File: src/rtl/mem_arbiter.sv
// mem_arbiter
// Shares one single-port main memory between the I-cache refill path and the
// D-cache refill/write-back path. Each granted line request is expanded into
// LINE_WORDS word accesses. Refill words come back one beat at a time through
// a shared registered rdata. The block also drives the pipeline-wide stall.
//
// Ports
//   clk, reset          : rising-edge clock, asynchronous active-low reset
//   i_req/i_addr        : I-side line request (held until i_done), miss address
//   i_rvalid/i_done     : I-side refill beat valid, one-cycle completion pulse
//   d_req/d_we/d_addr   : D-side line request, direction (1 = write-back), address
//   d_wdata             : D-side write-back word for index `beat`
//   d_rvalid/d_done     : D-side refill beat valid, one-cycle completion pulse
//   rdata               : registered refill word, shared by both sides
//   beat                : issue beat index, or the index of rdata while *_rvalid
//   owner, busy         : current burst owner (0 = I, 1 = D), burst in progress
//   mem_*               : memory port (mem_ack accepts; read data same cycle)
//   stall               : pipeline stall request
module mem_arbiter #(
    parameter int DATA_W     = 32,
    parameter int ADDR_W     = 32,
    parameter int LINE_WORDS = 4,
    localparam int BW        = $clog2(LINE_WORDS)
) (
    input  logic              clk,
    input  logic              reset,
    input  logic              i_req,
    input  logic [ADDR_W-1:0] i_addr,
    output logic              i_rvalid,
    output logic              i_done,
    input  logic              d_req,
    input  logic              d_we,
    input  logic [ADDR_W-1:0] d_addr,
    input  logic [DATA_W-1:0] d_wdata,
    output logic              d_rvalid,
    output logic              d_done,
    output logic [DATA_W-1:0] rdata,
    output logic [BW-1:0]     beat,
    output logic              owner,
    output logic              busy,
    output logic              mem_req,
    output logic              mem_we,
    output logic [ADDR_W-1:0] mem_addr,
    output logic [DATA_W-1:0] mem_wdata,
    input  logic              mem_ack,
    input  logic [DATA_W-1:0] mem_rdata,
    output logic              stall
);

    if (LINE_WORDS < 2 || (LINE_WORDS & (LINE_WORDS - 1)) != 0) begin : g_bad_line
        $error("mem_arbiter: LINE_WORDS must be a power of two >= 2");
    end

    // Byte offset bits inside one line; cleared to form the line base.
    localparam logic [ADDR_W-1:0] LINE_MASK = ADDR_W'(LINE_WORDS * 4 - 1);
    localparam logic [BW-1:0]     LAST_BEAT = BW'(LINE_WORDS - 1);

    typedef enum logic [1:0] {
        S_IDLE,
        S_ISSUE,
        S_DONE
    } state_t;

    // Everything captured at grant time; later changes on the request side
    // are deliberately ignored until the burst finishes.
    typedef struct packed {
        logic              owner;
        logic              we;
        logic [ADDR_W-1:0] base;
    } grant_t;

    state_t            state, state_nx;
    grant_t            grant_q, grant_nx;
    logic [BW-1:0]     cnt_q, cnt_nx;
    logic              last_owner, last_nx;
    logic              rd_fire;
    logic              rv_q;
    logic [BW-1:0]     rv_beat;

    // ------------------------------------------------------------------
    // Next-state and memory-port outputs
    // ------------------------------------------------------------------
    always_comb begin
        state_nx = state;
        grant_nx = grant_q;
        cnt_nx   = cnt_q;
        last_nx  = last_owner;
        rd_fire  = 1'b0;
        mem_req  = 1'b0;
        mem_we   = 1'b0;
        mem_addr = '0;
        i_done   = 1'b0;
        d_done   = 1'b0;

        case (state)
            S_IDLE: begin
                if (i_req || d_req) begin
                    // On conflict the side that did not win last time goes.
                    grant_nx.owner = (i_req && d_req) ? ~last_owner : d_req;
                    grant_nx.we    = grant_nx.owner & d_we;
                    grant_nx.base  = (grant_nx.owner ? d_addr : i_addr) & ~LINE_MASK;
                    cnt_nx         = '0;
                    state_nx       = S_ISSUE;
                end
            end

            S_ISSUE: begin
                mem_req  = 1'b1;
                mem_we   = grant_q.we;
                // Plain ADDR_W-bit add: wraps modulo 2^ADDR_W at the top.
                mem_addr = grant_q.base + (ADDR_W'(cnt_q) << 2);
                if (mem_ack) begin
                    rd_fire = ~grant_q.we;
                    if (cnt_q == LAST_BEAT) begin
                        state_nx = S_DONE;
                    end else begin
                        cnt_nx = cnt_q + 1'b1;
                    end
                end
            end

            S_DONE: begin
                i_done   = ~grant_q.owner;
                d_done   = grant_q.owner;
                last_nx  = grant_q.owner;
                state_nx = S_IDLE;
            end

            default: state_nx = S_IDLE;
        endcase
    end

    // ------------------------------------------------------------------
    // State and data registers
    // ------------------------------------------------------------------
    always_ff @(posedge clk or negedge reset) begin
        if (!reset) begin
            state      <= S_IDLE;
            grant_q    <= '0;
            cnt_q      <= '0;
            last_owner <= 1'b0;
            rv_q       <= 1'b0;
            rv_beat    <= '0;
            rdata      <= '0;
        end else begin
            state      <= state_nx;
            grant_q    <= grant_nx;
            cnt_q      <= cnt_nx;
            last_owner <= last_nx;
            rv_q       <= rd_fire;
            if (rd_fire) begin
                rdata   <= mem_rdata;
                rv_beat <= cnt_q;
            end
        end
    end

    // The owner cannot change while a refill word is pending: the last
    // beat's rvalid lands in DONE, before the next grant.
    assign i_rvalid  = rv_q & ~grant_q.owner;
    assign d_rvalid  = rv_q &  grant_q.owner;

    // While a refill word is presented, beat names that word; otherwise it
    // tracks the beat being issued.
    assign beat      = rv_q ? rv_beat : cnt_q;

    assign owner     = grant_q.owner;
    assign busy      = (state != S_IDLE);
    assign mem_wdata = d_wdata;
    assign stall     = (i_req & ~i_done) | (d_req & ~d_done);

endmodule

File: config.mk
export PLATFORM = sky130hd
export DESIGN_NAME = mem_arbiter
export DESIGN_NICKNAME = d
export VERILOG_FILES = /design/src/rtl/mem_arbiter.sv
export SDC_FILE = /design/constraint.sdc
export NUM_CORES = 1
export LEC_CHECK = 0
export ABC_AREA = 1
export ABC_CLOCK_PERIOD_IN_PS = 1200
export CORE_ASPECT_RATIO = 0.75
export CORE_MARGIN = 1.5
export CORE_UTILIZATION = 34
export CTS_BUF_LIST = sky130_fd_sc_hd__clkbuf_4 sky130_fd_sc_hd__clkbuf_8
export DETAILED_ROUTE_END_ITERATION = 12
export GPL_ROUTABILITY_DRIVEN = 0
export PLACE_DENSITY_LB_ADDON = 0.1
export REMOVE_ABC_BUFFERS = 1
export SLEW_MARGIN = 25
export SYNTH_ARGS = -nofsm -noshare
export SYNTH_HDL_FRONTEND = slang
export SYNTH_SLANG_ARGS = --single-unit
File: constraint.sdc
create_clock -name clk -period 1.2 [get_ports clk]
set_input_delay 0.12 -clock clk [delete_from_list [all_inputs] [get_ports clk]]
set_output_delay 0.12 -clock clk [all_outputs]
set_load 0.02 [all_outputs]
==> metrics.txt, run 1 <==
outcome=finished with violations; failing checks=setup timing; sequential-to-total area share from yosys stat=47.2%; Post-Syn Instances=511; WL/cell=16.2 microns; Hold Slack=0.240 ns; power density over the cells=2540 nW/um^2; worst setup margin=-0.318 ns; core area=10500 sq um; unrepaired setup endpoints after global routing=yes; max-cap violation count=0; vias in the first global route=3507; Final Hold Viols=0; post-layout util=60.4%; # DRC=0; Hold Path Cell Cnt=0; mapped cell area=3710 sq um; effective utilization at floorplan=35.5%; Synth Warn #=0; post-synthesis cell type count=21; Setup TNS=-26.58 ns; Final nets=817; ratio of cells with drive above 1 in the final layout=28.4%; Final Skew=0.00490 ns; CP Max Fanout=11; std cell rows=32; Lkg Pwr=3.16 nW; Finished Layout Cells=823; Die Span Y=93.4 microns; total power=16.0 mW; detailed-route via count=3759; final period utilization=126%; first-pass GRT wire length=18.6 mm; post-DP HPWL=8.77 mm; DIE AREA=11500 sq um; clock latency at the later pin of the worst-skew pair=0.36 ns; H-tree level count=3; clock-pin slew on the worst setup and hold paths=0.07 ns; CP Capture Type=output port; DP Area=5460 sq um; Vias/cell=4.57; initial antenna violation count=0; CTS Root Cell=clkbuf_8; die width=124 microns; Avg Inst Size Synth=7.26 sq um; DRT Pass-1 Iters=4; Slew Limit Fails=0; FMAX=659 MHz; TritonCTS buffer count=9; largest net degree at the start of global routing=71; critical path launch point type=flop; most frequent cells in the layout=140 x nand2_1, 92 x clkdlybuf4s50_1, 68 x dfrtp_1; synthesized flop and latch total=70; worst-case reg-to-reg path depth=10; Required @ worst endpoint=1.08 ns; remaining global-route overflow=0; I/O pins=241; antenna cells=0; CTS tree=built; final setup violating endpoints=106; type of the most critical hold path=in -> out; CP arrival=1.40 ns; dpl ws=-0.409 ns; final instance area=6310 sq um; worst vdd ir=1220 uV; placed cell count=787; Port Buffers=166; All-Layer GR Usage=21.9%; First DRT Iteration DRCs=122; WS Path Type=reg -> out; # clock sinks=70; synth-to-layout area growth=70.2%; post-route ant nets=0; most common cell after layout, fill and taps aside=nand2_1; fin crit period=1.52 ns; clock tree buffer depth=2; final WL=13.4 mm
## metal layers
layer | wire, microns | vias to the layer above | track usage [%]
met5 | 53 | - | 6.73
met4 | 161 | 2 | 7.95
met3 | 1800 | 14 | 14.6
met2 | 5540 | 166 | 28.8
met1 | 5810 | 1736 | 27.6
li1 | - | 1841 | -
## logic make-up (layout without fill, tap and decap cells)
logic type	count (synthesis)	count (layout)	synth area share [%]
AO/OA/AOI/OAI	66	66	8.91
flip-flops	70	70	47.2
buffers and inverters	129	304	17.9
AND/OR/NAND/NOR	244	244	25.5
other	1	2	0.101
adder cells (fa/ha/maj)	1	1	0.337
## critical path, cell delays in order (launching register included)
cell       delay [ns]
dfrtp_1          0.42
inv_2            0.10
nand2_4          0.09
clkbuf_16        0.19
nor2_1           0.09
buf_4            0.15
## power by group
| part | leakage [nW] | internal, mW | switching (mW) | total (mW) |
|---|---|---|---|---|
| Combinational | 2.18 | 4.49 | 5.18 | 9.67 |
| Sequential | 0.862 | 3.50 | 0.660 | 4.16 |
| Clock | 0.117 | 1.27 | 0.918 | 2.19 |
| Total | 3.16 | 9.26 | 6.75 | 16.0 |
## final timing paths
path / startpoint / to / slack, ns
max: state[1] / mem_addr[21] / -0.32
min: d_wdata[0] / mem_wdata[0] / 0.24
max reg2reg: state[1] / rdata[29] / -0.28
min reg2reg: rdata[20] / rdata[20] / 0.48
max in group asynchronous: reset / rv_q / 0.55
min in group asynchronous: reset / grant_q[7] / 0.29
## layout make-up
| type | instances | area [sq um] |
|---|---|---|
| clock buffer | 12 | 153 |
| tap | 136 | 170 |
| multi-input combinational | 313 | 1640 |
| timing repair buffer | 217 | 2250 |
| sequential | 70 | 1750 |
| clock inverter | 4 | 70.1 |
| inverter | 71 | 279 |
| fill | 951 | 4140 |
## synth_stat cells
| master | n | share of area [%] |
|---|---|---|
| nand2_2 | 1 | 0.17 |
| dfrtp_1 | 70 | 47 |
| nand4_1 | 3 | 0.51 |
| ha_1 | 1 | 0.34 |
| nor2_2 | 1 | 0.17 |
| nor2_1 | 66 | 6.7 |
| buf_2 | 9 | 1.2 |
| nand3_1 | 3 | 0.40 |
| nand2_1 | 169 | 17 |
| buf_6 | 3 | 0.91 |
| buf_4 | 38 | 7.7 |
| inv_2 | 2 | 0.20 |
| conb_1 | 1 | 0.10 |
| o21ai_1 | 13 | 1.8 |
| a21oi_1 | 1 | 0.13 |
| buf_1 | 1 | 0.10 |
| nand3_4 | 1 | 0.47 |
| inv_1 | 68 | 6.9 |
| o21ai_0 | 52 | 7.0 |
| clkbuf_1 | 7 | 0.71 |
| inv_4 | 1 | 0.17 |
## flip-flops by register name, summed over array words and instances (netlist names)
signal / count
cnt_q: 2
grant_q: 29
last_owner: 1
owner: 1
rdata: 32
rv_beat: 2
rv_q: 1
state: 2
## what timing repair did
action	in CTS	in global routing
pin swaps	7	41
buffers inserted	6	6
hold buffers	1	0
hold endpoints to repair	70	0
gates resized for setup	283	152
cloned	1	8
setup endpoints to repair	141	131
No activity file was read; power rests on OpenSTA's default activity.
==> inputs of run 2 (changes only) <==
--- a/config.mk
+++ b/config.mk
@@ -11,6 +11,7 @@
 export CORE_MARGIN = 1.5
 export CORE_UTILIZATION = 34
 export CTS_BUF_LIST = sky130_fd_sc_hd__clkbuf_4 sky130_fd_sc_hd__clkbuf_8
+export CTS_CLUSTER_SIZE = 8
 export DETAILED_ROUTE_END_ITERATION = 12
 export GPL_ROUTABILITY_DRIVEN = 0
 export PLACE_DENSITY_LB_ADDON = 0.1
==> results of run 2 <==
The final DEF is identical to that of run 1; final timing and power are the same.
==> inputs of run 3 (changes only) <==
--- a/config.mk
+++ b/config.mk
@@ -15,7 +15,9 @@
 export DETAILED_ROUTE_END_ITERATION = 12
 export GPL_ROUTABILITY_DRIVEN = 0
 export PLACE_DENSITY_LB_ADDON = 0.1
+export RECOVER_POWER = 25
 export REMOVE_ABC_BUFFERS = 1
+export SKIP_CTS_REPAIR_TIMING = 1
 export SLEW_MARGIN = 25
 export SYNTH_ARGS = -nofsm -noshare
 export SYNTH_HDL_FRONTEND = slang
==> run 3 against run 2 <==
  * Sequential power down 1%
  * Setup slack worse by 0.0046 ns
  * The run still ends with setup timing left
  * Highest routed layer unchanged
  * Flip-flop and latch count stayed put
  * Utilization is 2.9 points lower
  * Cell count decreased by 1.1%
  * Register-to-register slack lost 0.04 ns
==> metrics.txt, run 3 (same netlist as run 1, synthesis figures left out) <==
final setup violating endpoints=108; Required @ worst endpoint=1.47 ns; WP buf/inv=4; # DRC=0; All-Layer GR Usage=21.3%; Clock Power Share=14.7%; effective utilization at floorplan=35.5%; biggest regs=rdata x32, grant_q x29; hold_sp=d_wdata[0]; total net switching power=6.24 mW; initial antenna violation count=0; Die Span Y=93.4 microns; ratio of cells with drive above 1 in the final layout=22.7%; power density over the cells=2470 nW/um^2; Final nets=808; multi-input logic area=1500 sq um; detailed-route via count=3684; remaining global-route overflow=0; Flop pwr share=27.7%; Worst slew margin=55.9%; WS Path Type=reg -> reg; DRT Pass-1 Iters=4; worst vdd ir=1220 uV; Setup TNS=-25.31 ns; Hold Path Cell Cnt=0; first-pass GRT wire length=18.0 mm; First DRT Iteration DRCs=119; WL/cell=15.6 microns; Crit path largest cell delay=0.40 ns; # clock sinks=70; combinational power share=57.6%; DIE AREA=11500 sq um; unrepaired setup endpoints after global routing=yes; Tightest Pin Transition=0.662 ns; Vias/cell=4.53; flop2flop setup slack=-0.32 ns; CTS tree=built; std cell rows=32; antenna cells=0; Internal Power=8.57 mW; max-cap violation count=0; final period utilization=127%; outcome=finished with violations; CTS Root Cell=clkbuf_8; die width=124 microns; worst setup margin=-0.322 ns; final WL=12.7 mm; Lkg Pwr=3.39 nW; critical path launch point type=flop; post-DP HPWL=8.77 mm; sequential standard cell area=1750 sq um; hold path endpoint=mem_wdata[0]; CP Max Fanout=7; FMAX=657 MHz; CP top delay family=buffers and inverters; total power=14.8 mW; H-tree level count=3; Hold Slack=0.240 ns; clock tree buffer depth=2; clock-pin slew on the worst setup and hold paths=0.07 ns; post-route ant nets=0; type of the most critical hold path=in -> out; worst r2r src=state[1]; core area=10500 sq um; I/O pins=241; max FFs per register=32; CP arrival=1.79 ns; slowest CP cell=dfrtp_1; Biggest register=rdata; Port Buffers=166; CP Capture Type=flop; fin crit period=1.52 ns; most frequent cells in the layout=144 x nand2_1, 92 x clkdlybuf4s50_1, 68 x dfrtp_1; Final Skew=0.00503 ns; vias in the first global route=3407; worst setup path start=state[1]; failing checks=setup timing; Slew Limit Fails=0; TritonCTS buffer count=9; clock latency at the later pin of the worst-skew pair=0.35 ns; worst-case reg-to-reg path depth=8; most common cell after layout, fill and taps aside=nand2_1; Worst R2R End=grant_q[26]; Final Hold Viols=0; dpl ws=-0.409 ns; crit path cell chain=inv_2 -> buf_6 -> nand2_4 -> buf_12 -> nor2_4 -> clkbuf_16 -> nand2_2 -> o21ai_1; largest net degree at the start of global routing=71; switching share of power=42.1%; Fillers=993; synth-to-layout area growth=62.0%
[run 3: final cells by class]
type,instances,share of cell area (%)
clock buffer,12,2.54
timing repair buffer,208,34.7
inverter,71,4.56
multi-input combinational,313,25.0
sequential,70,29.2
tap,136,2.83
clock inverter,4,1.17
[run 3: worst max-delay path by stage]
| stage | to | slack, ns | cells past startpoint |
|---|---|---|---|
| floorplan | grant_q[10] | -0.74 | 5 |
| global placement | stall | -0.38 | 5 |
| detailed placement | mem_addr[13] | -0.41 | 5 |
| CTS | mem_addr[13] | -0.80 | 5 |
| global route | grant_q[26] | -0.39 | 8 |
| finish | grant_q[26] | -0.32 | 8 |
[run 3: metal layers]
layer  global-route usage (%)  vias up  routed length (microns)
met2                     27.5      166                     5190
li1                         -     1817                        -
met4                     7.66        4                      262
met3                     13.8       24                     1650
met5                     13.0        -                      144
met1                     26.9     1673                     5480
[run 3: per-stage QoR]
stage	util [%]	instances	area (sq um)
final	57.5	814	6010
after global routing	57.5	814	6010
after global placement	52.2	787	5460
after floorplan	-	454	3320
after detailed placement	52.2	787	5460
after CTS	54.4	803	5680
[run 3: power groups by stage]
| stage | Sequential, mW | Combinational [mW] | Clock [mW] |
|---|---|---|---|
| 2_1_floorplan | 4.70 | 3.25 | 0 |
| 3_3_place_gp | 4.09 | 7.95 | 0 |
| 3_5_place_dp | 4.12 | 8.06 | 0 |
| 4_1_cts | 4.10 | 8.08 | 2.25 |
| 5_1_grt | 4.25 | 9.27 | 2.35 |
| 6_report | 4.10 | 8.53 | 2.18 |
